### config.mk
export PLATFORM = sky130hd
export DESIGN_NAME = dataout_monitor
export DESIGN_NICKNAME = d
export VERILOG_FILES = /design/src/rtl/dataout_monitor.sv
export SDC_FILE = /design/constraint.sdc
export NUM_CORES = 1
export LEC_CHECK = 0
export BUFFER_PORTS_ARGS = -buffer_cell sky130_fd_sc_hd__buf_2
export CAP_MARGIN = 20
export CORE_ASPECT_RATIO = 0.9
export CORE_UTILIZATION = 60
export DETAILED_ROUTE_END_ITERATION = 8
export PLACE_DENSITY = 0.79
export SETUP_SLACK_MARGIN = 0.5
export SYNTH_ARGS = -nofsm -noshare
export SYNTH_HDL_FRONTEND = slang
export SYNTH_SLANG_ARGS = --single-unit
### constraint.sdc
create_clock -name DATAOUT_MONITOR_CLOCK_50 -period 12.7 [get_ports DATAOUT_MONITOR_CLOCK_50]
set_input_delay 0.635 -clock DATAOUT_MONITOR_CLOCK_50 [delete_from_list [all_inputs] [get_ports DATAOUT_MONITOR_CLOCK_50]]
set_output_delay 0.635 -clock DATAOUT_MONITOR_CLOCK_50 [all_outputs]
set_load 0.02 [all_outputs]
### src/rtl/dataout_monitor.sv
// -----------------------------------------------------------------------------
// dataout_monitor
//
// Watches the system data-out bus and captures every new value into a small
// first-word-fall-through FIFO. A debug/host sink drains the FIFO over a
// valid/ready handshake. The monitor never back-pressures the processor: when
// the FIFO is full, new values are discarded and counted in a saturating drop
// counter.
//
// Ports:
//   DATAOUT_MONITOR_CLOCK_50          in   system clock (rising edge)
//   DATAOUT_MONITOR_ResetInLow_In     in   asynchronous active-low reset
//   DATAOUT_MONITOR_Data_InBus        in   monitored data-out bus
//   DATAOUT_MONITOR_CaptureEnable_In  in   1 = monitoring active
//   DATAOUT_MONITOR_Ready_In          in   sink accepts the head entry
//   DATAOUT_MONITOR_ClearDrop_In      in   synchronous clear of drop counter
//   DATAOUT_MONITOR_Data_OutBus       out  FIFO head value (0 when empty)
//   DATAOUT_MONITOR_Valid_Out         out  head entry valid
//   DATAOUT_MONITOR_Level_OutBus      out  number of stored entries
//   DATAOUT_MONITOR_Full_Out          out  level == depth
//   DATAOUT_MONITOR_Empty_Out         out  level == 0
//   DATAOUT_MONITOR_DropCount_OutBus  out  values dropped while full
//
// Optional feature, macro DATAOUT_MONITOR_TIMESTAMP_EN:
//   adds a free-running cycle counter; each entry stores the counter value of
//   its capture edge, presented on DATAOUT_MONITOR_Timestamp_OutBus with the
//   same FWFT timing as the data. The DATAWIDTH_TIMESTAMP parameter exists only
//   in that build.
//
// Handshake: the head entry is transferred on every rising edge where
// Valid_Out=1 and Ready_In=1. Valid_Out does not depend on Ready_In, and the
// head value is held stable while Valid_Out=1 and Ready_In=0.
// -----------------------------------------------------------------------------
module dataout_monitor #(
  parameter int DATAWIDTH_BUS       = 32,
  parameter int FIFO_DEPTH_LOG2     = 3,
  parameter int DATAWIDTH_DROPCOUNT = 8
`ifdef DATAOUT_MONITOR_TIMESTAMP_EN
  , parameter int DATAWIDTH_TIMESTAMP = 16
`endif
) (
  input  logic                         DATAOUT_MONITOR_CLOCK_50,
  input  logic                         DATAOUT_MONITOR_ResetInLow_In,
  input  logic [DATAWIDTH_BUS-1:0]     DATAOUT_MONITOR_Data_InBus,
  input  logic                         DATAOUT_MONITOR_CaptureEnable_In,
  input  logic                         DATAOUT_MONITOR_Ready_In,
  input  logic                         DATAOUT_MONITOR_ClearDrop_In,
  output logic [DATAWIDTH_BUS-1:0]     DATAOUT_MONITOR_Data_OutBus,
  output logic                         DATAOUT_MONITOR_Valid_Out,
  output logic [FIFO_DEPTH_LOG2:0]     DATAOUT_MONITOR_Level_OutBus,
  output logic                         DATAOUT_MONITOR_Full_Out,
  output logic                         DATAOUT_MONITOR_Empty_Out,
`ifdef DATAOUT_MONITOR_TIMESTAMP_EN
  output logic [DATAWIDTH_TIMESTAMP-1:0] DATAOUT_MONITOR_Timestamp_OutBus,
`endif
  output logic [DATAWIDTH_DROPCOUNT-1:0] DATAOUT_MONITOR_DropCount_OutBus
);

  localparam int DEPTH = 1 << FIFO_DEPTH_LOG2;
  localparam int PW    = FIFO_DEPTH_LOG2 + 1;

  // Pointers carry one extra wrap bit so full and empty are distinguishable.
  logic [PW-1:0]                  wr_ptr_q, wr_ptr_d;
  logic [PW-1:0]                  rd_ptr_q, rd_ptr_d;
  logic [DATAWIDTH_BUS-1:0]       last_q, last_d;
  logic                           primed_q, primed_d;
  logic [DATAWIDTH_DROPCOUNT-1:0] drop_q, drop_d;
  logic [DATAWIDTH_BUS-1:0]       mem_q [DEPTH];

  logic empty, full;
  logic cap_event, pop, push, drop;

  assign empty = (wr_ptr_q == rd_ptr_q);
  assign full  = (wr_ptr_q[PW-1] != rd_ptr_q[PW-1]) &&
                 (wr_ptr_q[PW-2:0] == rd_ptr_q[PW-2:0]);

  // Event qualification. An unprimed monitor captures whatever it samples
  // first, so a constant bus is still recorded once after enable.
  always_comb begin
    cap_event = DATAOUT_MONITOR_CaptureEnable_In &&
                (!primed_q || (DATAOUT_MONITOR_Data_InBus != last_q));
    pop       = !empty && DATAOUT_MONITOR_Ready_In;
    // A pop on the same edge frees the slot that the write reuses when full.
    push      = cap_event && (!full || pop);
    drop      = cap_event && full && !pop;
  end

  always_comb begin
    wr_ptr_d = wr_ptr_q;
    rd_ptr_d = rd_ptr_q;
    last_d   = last_q;
    primed_d = primed_q;
    drop_d   = drop_q;

    if (push) wr_ptr_d = wr_ptr_q + 1'b1;
    if (pop)  rd_ptr_d = rd_ptr_q + 1'b1;

    // Last-value tracks dropped values too, so an unchanged bus is not
    // re-captured once space frees up.
    if (cap_event) last_d = DATAOUT_MONITOR_Data_InBus;

    if (!DATAOUT_MONITOR_CaptureEnable_In) primed_d = 1'b0;
    else if (cap_event)                    primed_d = 1'b1;

    if (DATAOUT_MONITOR_ClearDrop_In) begin
      drop_d = drop ? {{(DATAWIDTH_DROPCOUNT-1){1'b0}}, 1'b1} : '0;
    end else if (drop && (drop_q != '1)) begin
      drop_d = drop_q + 1'b1;
    end
  end

  always_ff @(posedge DATAOUT_MONITOR_CLOCK_50 or negedge DATAOUT_MONITOR_ResetInLow_In) begin
    if (!DATAOUT_MONITOR_ResetInLow_In) begin
      wr_ptr_q <= '0;
      rd_ptr_q <= '0;
      last_q   <= '0;
      primed_q <= 1'b0;
      drop_q   <= '0;
    end else begin
      wr_ptr_q <= wr_ptr_d;
      rd_ptr_q <= rd_ptr_d;
      last_q   <= last_d;
      primed_q <= primed_d;
      drop_q   <= drop_d;
    end
  end

  // Storage needs no reset: the head is masked to 0 whenever the FIFO is empty.
  always_ff @(posedge DATAOUT_MONITOR_CLOCK_50) begin
    if (push) mem_q[wr_ptr_q[PW-2:0]] <= DATAOUT_MONITOR_Data_InBus;
  end

  assign DATAOUT_MONITOR_Data_OutBus      = empty ? '0 : mem_q[rd_ptr_q[PW-2:0]];
  assign DATAOUT_MONITOR_Valid_Out        = !empty;
  assign DATAOUT_MONITOR_Empty_Out        = empty;
  assign DATAOUT_MONITOR_Full_Out         = full;
  assign DATAOUT_MONITOR_Level_OutBus     = wr_ptr_q - rd_ptr_q;
  assign DATAOUT_MONITOR_DropCount_OutBus = drop_q;

`ifdef DATAOUT_MONITOR_TIMESTAMP_EN
  logic [DATAWIDTH_TIMESTAMP-1:0] ts_q, ts_d;
  logic [DATAWIDTH_TIMESTAMP-1:0] ts_mem_q [DEPTH];

  // Free-running; wraps naturally at all-ones.
  always_comb begin
    ts_d = ts_q + 1'b1;
  end

  always_ff @(posedge DATAOUT_MONITOR_CLOCK_50 or negedge DATAOUT_MONITOR_ResetInLow_In) begin
    if (!DATAOUT_MONITOR_ResetInLow_In) ts_q <= '0;
    else                                ts_q <= ts_d;
  end

  // The stamp is the counter value seen at the capture edge.
  always_ff @(posedge DATAOUT_MONITOR_CLOCK_50) begin
    if (push) ts_mem_q[wr_ptr_q[PW-2:0]] <= ts_q;
  end

  assign DATAOUT_MONITOR_Timestamp_OutBus = empty ? '0 : ts_mem_q[rd_ptr_q[PW-2:0]];
`endif

endmodule
# After elaboration in Yosys (flattened, before gate mapping)
# Memory sizes are Yosys's and may differ from the RTL's.
# Index checks and enable logic that the tools add are counted.
[word_totals]
ff_bits = 49
ramBits = 256
word_cells = 38
memories = 1
[mem_list]
columns = ["name", "depth", "width", "read_ports", "rd_ports_with_merged_regs", "write_ports", "line", "rtl"]
rows = [
  ["mem_q", 8, 32, 1, 0, 1, "68", "logic [DATAWIDTH_BUS-1:0] mem_q [DEPTH];"],
]
[op_classes]
n_addsub = 4
n_eq_ne = 6
n_mux = 8
reduce_logical = 14
[op_table]
columns = ["op", "n"]
rows = [
  ["two-way mux 32 bit", 1],
  ["inequality test 32 bit", 1],
  ["two-way mux 8 bit", 2],
  ["adder 4 x 1 -> 4 bit, second input constant", 2],
  ["adder 8 x 1 -> 8 bit, second input constant", 1],
  ["inequality test 8 bit, second input constant", 1],
  ["logical AND 1 bit", 7],
  ["two-way mux 1 bit", 5],
  ["== test 4 bit", 1],
  ["zero test 1 bit", 4],
  ["subtractor 4 bit", 1],
  ["== test 3 bit", 1],
  ["logical OR 1 bit", 2],
  ["inequality test 2 x 1 -> 1 bit, second input constant", 1],
  ["nonzero test 2 bit", 1],
  ["inequality test 1 bit", 1],
]

# Logic depth before layout (Yosys ltp)
[logic_depth]
word_depth = 8
mapped_depth = 10
depth_no_buf = 8

# Worst setup path before layout
# No wires, ideal clock.
[synth_path]
path_type = "register to register"
from = "register rd_ptr_q[1]"
to = "memory mem_q[0][0] (enable)"
arrival_time_ns = 4.939
required_ns = 12.198
path_slack_ns = 7.259
stages_incl_launch_ff = 9
period_less_slack_ns = 5.441
cell_sequence = "dfrtp_1 -> buf_1 -> buf_1 -> inv_1 -> ha_1 -> nand3_1 -> or3_1 -> nand2_1 -> nor4_1"
[synth_between]
elab_chain_len = 7
word_cells_on_any_way = 10
cone_classes = "eq/ne (2); mux (2); reduce/logical (6)"
[synth_rtl]
columns = ["element", "line", "rtl"]
rows = [
  ["start, declared", "64", "logic [PW-1:0] rd_ptr_q, rd_ptr_d;"],
  ["start signal, assigned", "121", "rd_ptr_q <= rd_ptr_d;"],
  ["== test 4 bit or == test 3 bit (tied branches)", "73, 75", ""],
  ["zero test 1 bit or logical AND 1 bit (tied branches)", "82, 74", ""],
  ["logical AND 1 bit or zero test 1 bit (tied branches)", "82, 84", ""],
  ["logical OR 1 bit (*)", "84", "push = cap_event && (!full || pop);"],
  ["logical AND 1 bit (*)", "84", ""],
  ["two-way mux 1 bit (*)", "130", "if (push) mem_q[wr_ptr_q[PW-2:0]] <= DATAOUT_MONITOR_Data_InBus;"],
  ["two-way mux 1 bit (not written as such) (*)", "130", ""],
  ["end, declared", "68", ""],
]
# Mark *: on every way between the ends. The rest lies on a longest branch, timed or not.

# Worst setup path after layout
[layout_path]
from = "register rd_ptr_q[0]"
to = "output DATAOUT_MONITOR_Data_OutBus[28]"
[layout_between]
elab_chain_len = 2
word_cells_on_any_way = 3
cone_classes = "eq/ne (1); mux (1); memory (1)"
[layout_rtl]
columns = ["element", "line", "rtl"]
rows = [
  ["memory read (8 x 32 bit) or == test 4 bit (tied branches)", "--", ""],
  ["two-way mux 32 bit (*)", "133", "assign DATAOUT_MONITOR_Data_OutBus = empty ? '0 : mem_q[rd_ptr_q[PW-2:0]];"],
  ["end, declared", "48", "output logic [DATAWIDTH_BUS-1:0] DATAOUT_MONITOR_Data_OutBus,"],
]
# Marked as above.

==> results by stage <==
GRT:
- The number of antenna violations at the first check in global routing was 0.
- The number of global-route vias before repair is 6751.
- The met2 global-route usage is 0.409.
- The maximum number of pins on one net before global-route repair is 69.
- The met3 routing resource usage after global routing is 0.0371.
- The global-route wire length before repair is 38400 µm.
- The busiest metal layer after global routing is met2.
- For this run, the total global-route usage over all layers was measured as 0.244.
- Global routing finished with a remaining overflow of 0.
- For this run, global-route usage on met1 was measured as 0.344.

CTS:
- The TritonCTS sink count is 305.
- Clock latency on the worst-skew pair, taken at its later pin, is 550 ps.
- The post-cts gate resize count is 0.
- TritonCTS created 29 clock buffers.
- After clock tree synthesis, the clock-pin slew on the worst setup and hold paths is 60 ps.
- The maximum clock insertion buffer count is 3.
- TritonCTS built the clock tree.
- After clock tree synthesis, the setup repair step added 0 buffers.
- CTS placed an instance of sky130_fd_sc_hd__clkbuf_16 at the clock tree root.
- In this run the number of H-tree levels came out at 1.
- The number of hold buffers added after CTS was 0.

Yosys:
- Synthesis produced 667 cells.
- The most used flip-flop cell after synthesis is sky130_fd_sc_hd__edfxtp_1.
- The synthesized design contains 256 enable-type register cells.
- The number of distinct library cell variants in the gate-level netlist after synthesis is 36.
- Counting flops and latches in the post-synthesis netlist gives 305.
- The post-synth net total is 711.
- The post-synthesis cell area is 12200 µm².
- After synthesis, the share of flip-flops with an asynchronous set or reset is 0.161.
- For this run, the number of Yosys warnings is 0.
- The synthesized area divided by synthesized cell count is 18.3 µm².
- The part of the Yosys area used for sequential elements is 0.729.

Floorplanning:
- From bottom edge to top edge, the die measures 137 µm.
- The area inside the core boundary is 20000 µm².
- The area of the die is 21000 µm².
- The total number of placement rows is 49.
- In this run the horizontal extent of the chip is 152 µm.
- The effective utilization at floorplan is 0.612.
- The top-level port count is 84.

Detailed routing:
- The overall routed net length is 24800 µm.
- The remaining routing DRC violations is 3.
- In the final routed layout, each cell accounts on average for 23.7 µm.
- The via count is 6487.
- The remaining antenna violation count is 0.
- The count of TritonRoute iterations in the first routing pass is 9.
- After detailed routing, the number of vias per cell comes to 6.20.
- The violation count after the first detailed-routing iteration is 618.

STA:
- Subtracting the final worst setup slack from the clock period gives 3720 ps.
- For the pin with the worst max-slew slack, the measured transition is 977 ps.
- The worst pin sits at a relative slew slack of 0.343.
- Setup repair after global routing left no endpoint under its margin.
- Dividing the final minimum period by the clock period gives 0.293.
- The final clock skew is 14.0 ps.
- The tightest hold path in the finished design has a slack of 194 ps.
- After routing, the total negative slack on setup checks comes to 0 ps.
- The final number of hold-violating endpoints was 0.
- The final-report max-slew violation count is 0.
- Derived from the worst setup path, the maximum achievable clock frequency is 0.269 GHz.
- The final number of setup-violating endpoints is 0.

Cells and area:
- The layout has 1218 filler cells.
- The share of layout cells above drive strength 1 is 0.328.
- The net count of the finished layout is 813.
- With fillers left out, the area of the finished cells amounts to 13900 µm².
- The area growth from synthesis to layout is 14.1%.
- 0 antenna diodes ended up in the layout.

Placed design:
- In this run the cell area measured after placement is 13000 µm².
- Once detailed placement completed, the half-perimeter wirelength came to 14300 µm.
- The count of input and output buffers is 83.
- At the end of routability-driven placement, the weighted congestion stood at 0.823.

Pwr:
- The switching power total is 1090 µW.
- Of the total power, combinational logic draws 0.339.
- The static leakage power is 0.00496 µW.
- After layout, the design draws a total of 3230 µW.
- The switching share of total power is 0.337.
- The maximum vdd ir drop is 0.000253 V.
- Dividing total power by cell area gives a power density of 232 nW/µm².
- Cell internal power was estimated by the tool at 2140 µW.
- The share of total power dissipated in the clock network is 0.250.
- The share of total power dissipated in sequential elements is 0.411.

Critical path:
- Measured in cells, the most critical reg-to-reg path has a length of 8.
- The peak fanout along the critical path is 35.
- The data arrival time of the worst path is 3080 ps.
- The critical path capture point type is a primary output.
- STA classifies the critical path startpoint as a register.
- The required time at the worst-slack endpoint is 12060 ps.
- The kind of critical path is reg2out.

Outcome:
- The checks that failed: DRC.
- The flow ran to the end, but the final reports show violations.

Min path:
- In this run the worst hold path is classified as in2async.

Job:
- Across the run, the number of max-cap violations was 0.
==> layout by cell type (no fill, tap or decap), drive strengths merged <==
master and instances:
xor2 33, o31ai 1, bufinv 1, nor2 11, nor3b 1, a31oi 1, inv 13, a22o 1
fa 1, clkbuf 40, nand4 7, o31a 1, xnor2 8, nand2 71, clkinv 12, o21a 1
nor4 9, or4 1, edfxtp 256, and4 1, mux2 38, nor3 8, ha 6, a21oi 36
nor2b 4, or3 2, o21ai 1, a21o 1, nand3 10, dfrtp 49, buf 102, mux4 64
a31o 1
==> critical path, stage by stage (launching register included) <==
cell                      delay [ps]
sky130_fd_sc_hd__dfrtp_4         870
sky130_fd_sc_hd__buf_4           660
sky130_fd_sc_hd__mux4_2          600
sky130_fd_sc_hd__nand2_1          90
sky130_fd_sc_hd__a21oi_1          80
sky130_fd_sc_hd__buf_2           190
==> Yosys cell counts, types with 6 or more instances <==
cell type	instances	area, µm²
sky130_fd_sc_hd__edfxtp_1	256	7690
sky130_fd_sc_hd__nand2_1	71	267
sky130_fd_sc_hd__mux4_2	64	1440
sky130_fd_sc_hd__dfrtp_1	49	1230
sky130_fd_sc_hd__mux2_2	38	428
sky130_fd_sc_hd__a21oi_1	36	180
sky130_fd_sc_hd__xor2_1	33	289
sky130_fd_sc_hd__clkbuf_1	14	52.6
sky130_fd_sc_hd__inv_1	12	45.0
sky130_fd_sc_hd__nor2_1	11	41.3
sky130_fd_sc_hd__nand3_1	10	50.1
sky130_fd_sc_hd__buf_2	9	45.0
sky130_fd_sc_hd__nor4_1	9	56.3
sky130_fd_sc_hd__xnor2_1	8	70.1
sky130_fd_sc_hd__nand4_1	7	43.8
sky130_fd_sc_hd__nor3_1	7	35.0
sky130_fd_sc_hd__buf_1	6	22.5
sky130_fd_sc_hd__ha_1	6	75.1
==> power by group through the flow <==
stage               sequential (µW)  combinational (µW)  clock, µW
detailed placement             1350                1090          0
CTS                            1330                1100        818
global route                   1350                1170        857
finish                         1330                1090        808
global placement               1340                1070          0
floorplan                      1300                 784          0
==> layout make-up <==
cell class                 count  area, µm²  share of cell area
timing repair buffer         102        594              0.0426
inverter                      12       45.0             0.00323
multi-input combinational    319       3180               0.228
sequential                   305       8920               0.640
tap                          255        319              0.0229
clock buffer                  40        797              0.0572
clock inverter                14       93.8             0.00673
==> layer usage <==
layer / routed length [µm] / up-vias
li1: - / 2804
met4: 327 / 0
met3: 1780 / 32
met5: 0 / -
met1: 10200 / 3369
met2: 12500 / 282
==> registers in the layout, indices dropped and copies added (netlist names) <==
register                          cells
primed_q                              1
rd_ptr_q                              4
mem_q                               256
last_q                               32
wr_ptr_q                              4
DATAOUT_MONITOR_DropCount_OutBus      8
==> final timing paths <==
path,slack [ps],startpoint,to
worst max-delay path,8980,rd_ptr_q[0],DATAOUT_MONITOR_Data_OutBus[28]
worst min-delay path,190,DATAOUT_MONITOR_ResetInLow_In,DATAOUT_MONITOR_DropCount_OutBus[4]
worst max register to register,9350,last_q[12],mem_q[2][9]
worst min register to register,500,wr_ptr_q[3],wr_ptr_q[3]
max in group asynchronous,12010,DATAOUT_MONITOR_ResetInLow_In,rd_ptr_q[0]
min in group DATAOUT_MONITOR_CLOCK_50,400,DATAOUT_MONITOR_Data_InBus[26],mem_q[4][26]
==> stage by stage <==
stage                     std cells   util  setup slack, ps
final                          1047  0.698             8980
after global routing           1047  0.698             8730
after CTS                      1043  0.695             8860
after detailed placement        989  0.650             8500
after global placement          988  0.649             8680
after floorplan                 667      -             7260
==> cell families after synthesis <==
logic type      share of synthesized area
flops                               0.729
simple gates                       0.0463
mux                                 0.153
compound gates                     0.0198
buf+inv                            0.0148
xor+xnor                           0.0294
fa+ha+maj                         0.00778
No activity file was read; power rests on OpenSTA's default activity.
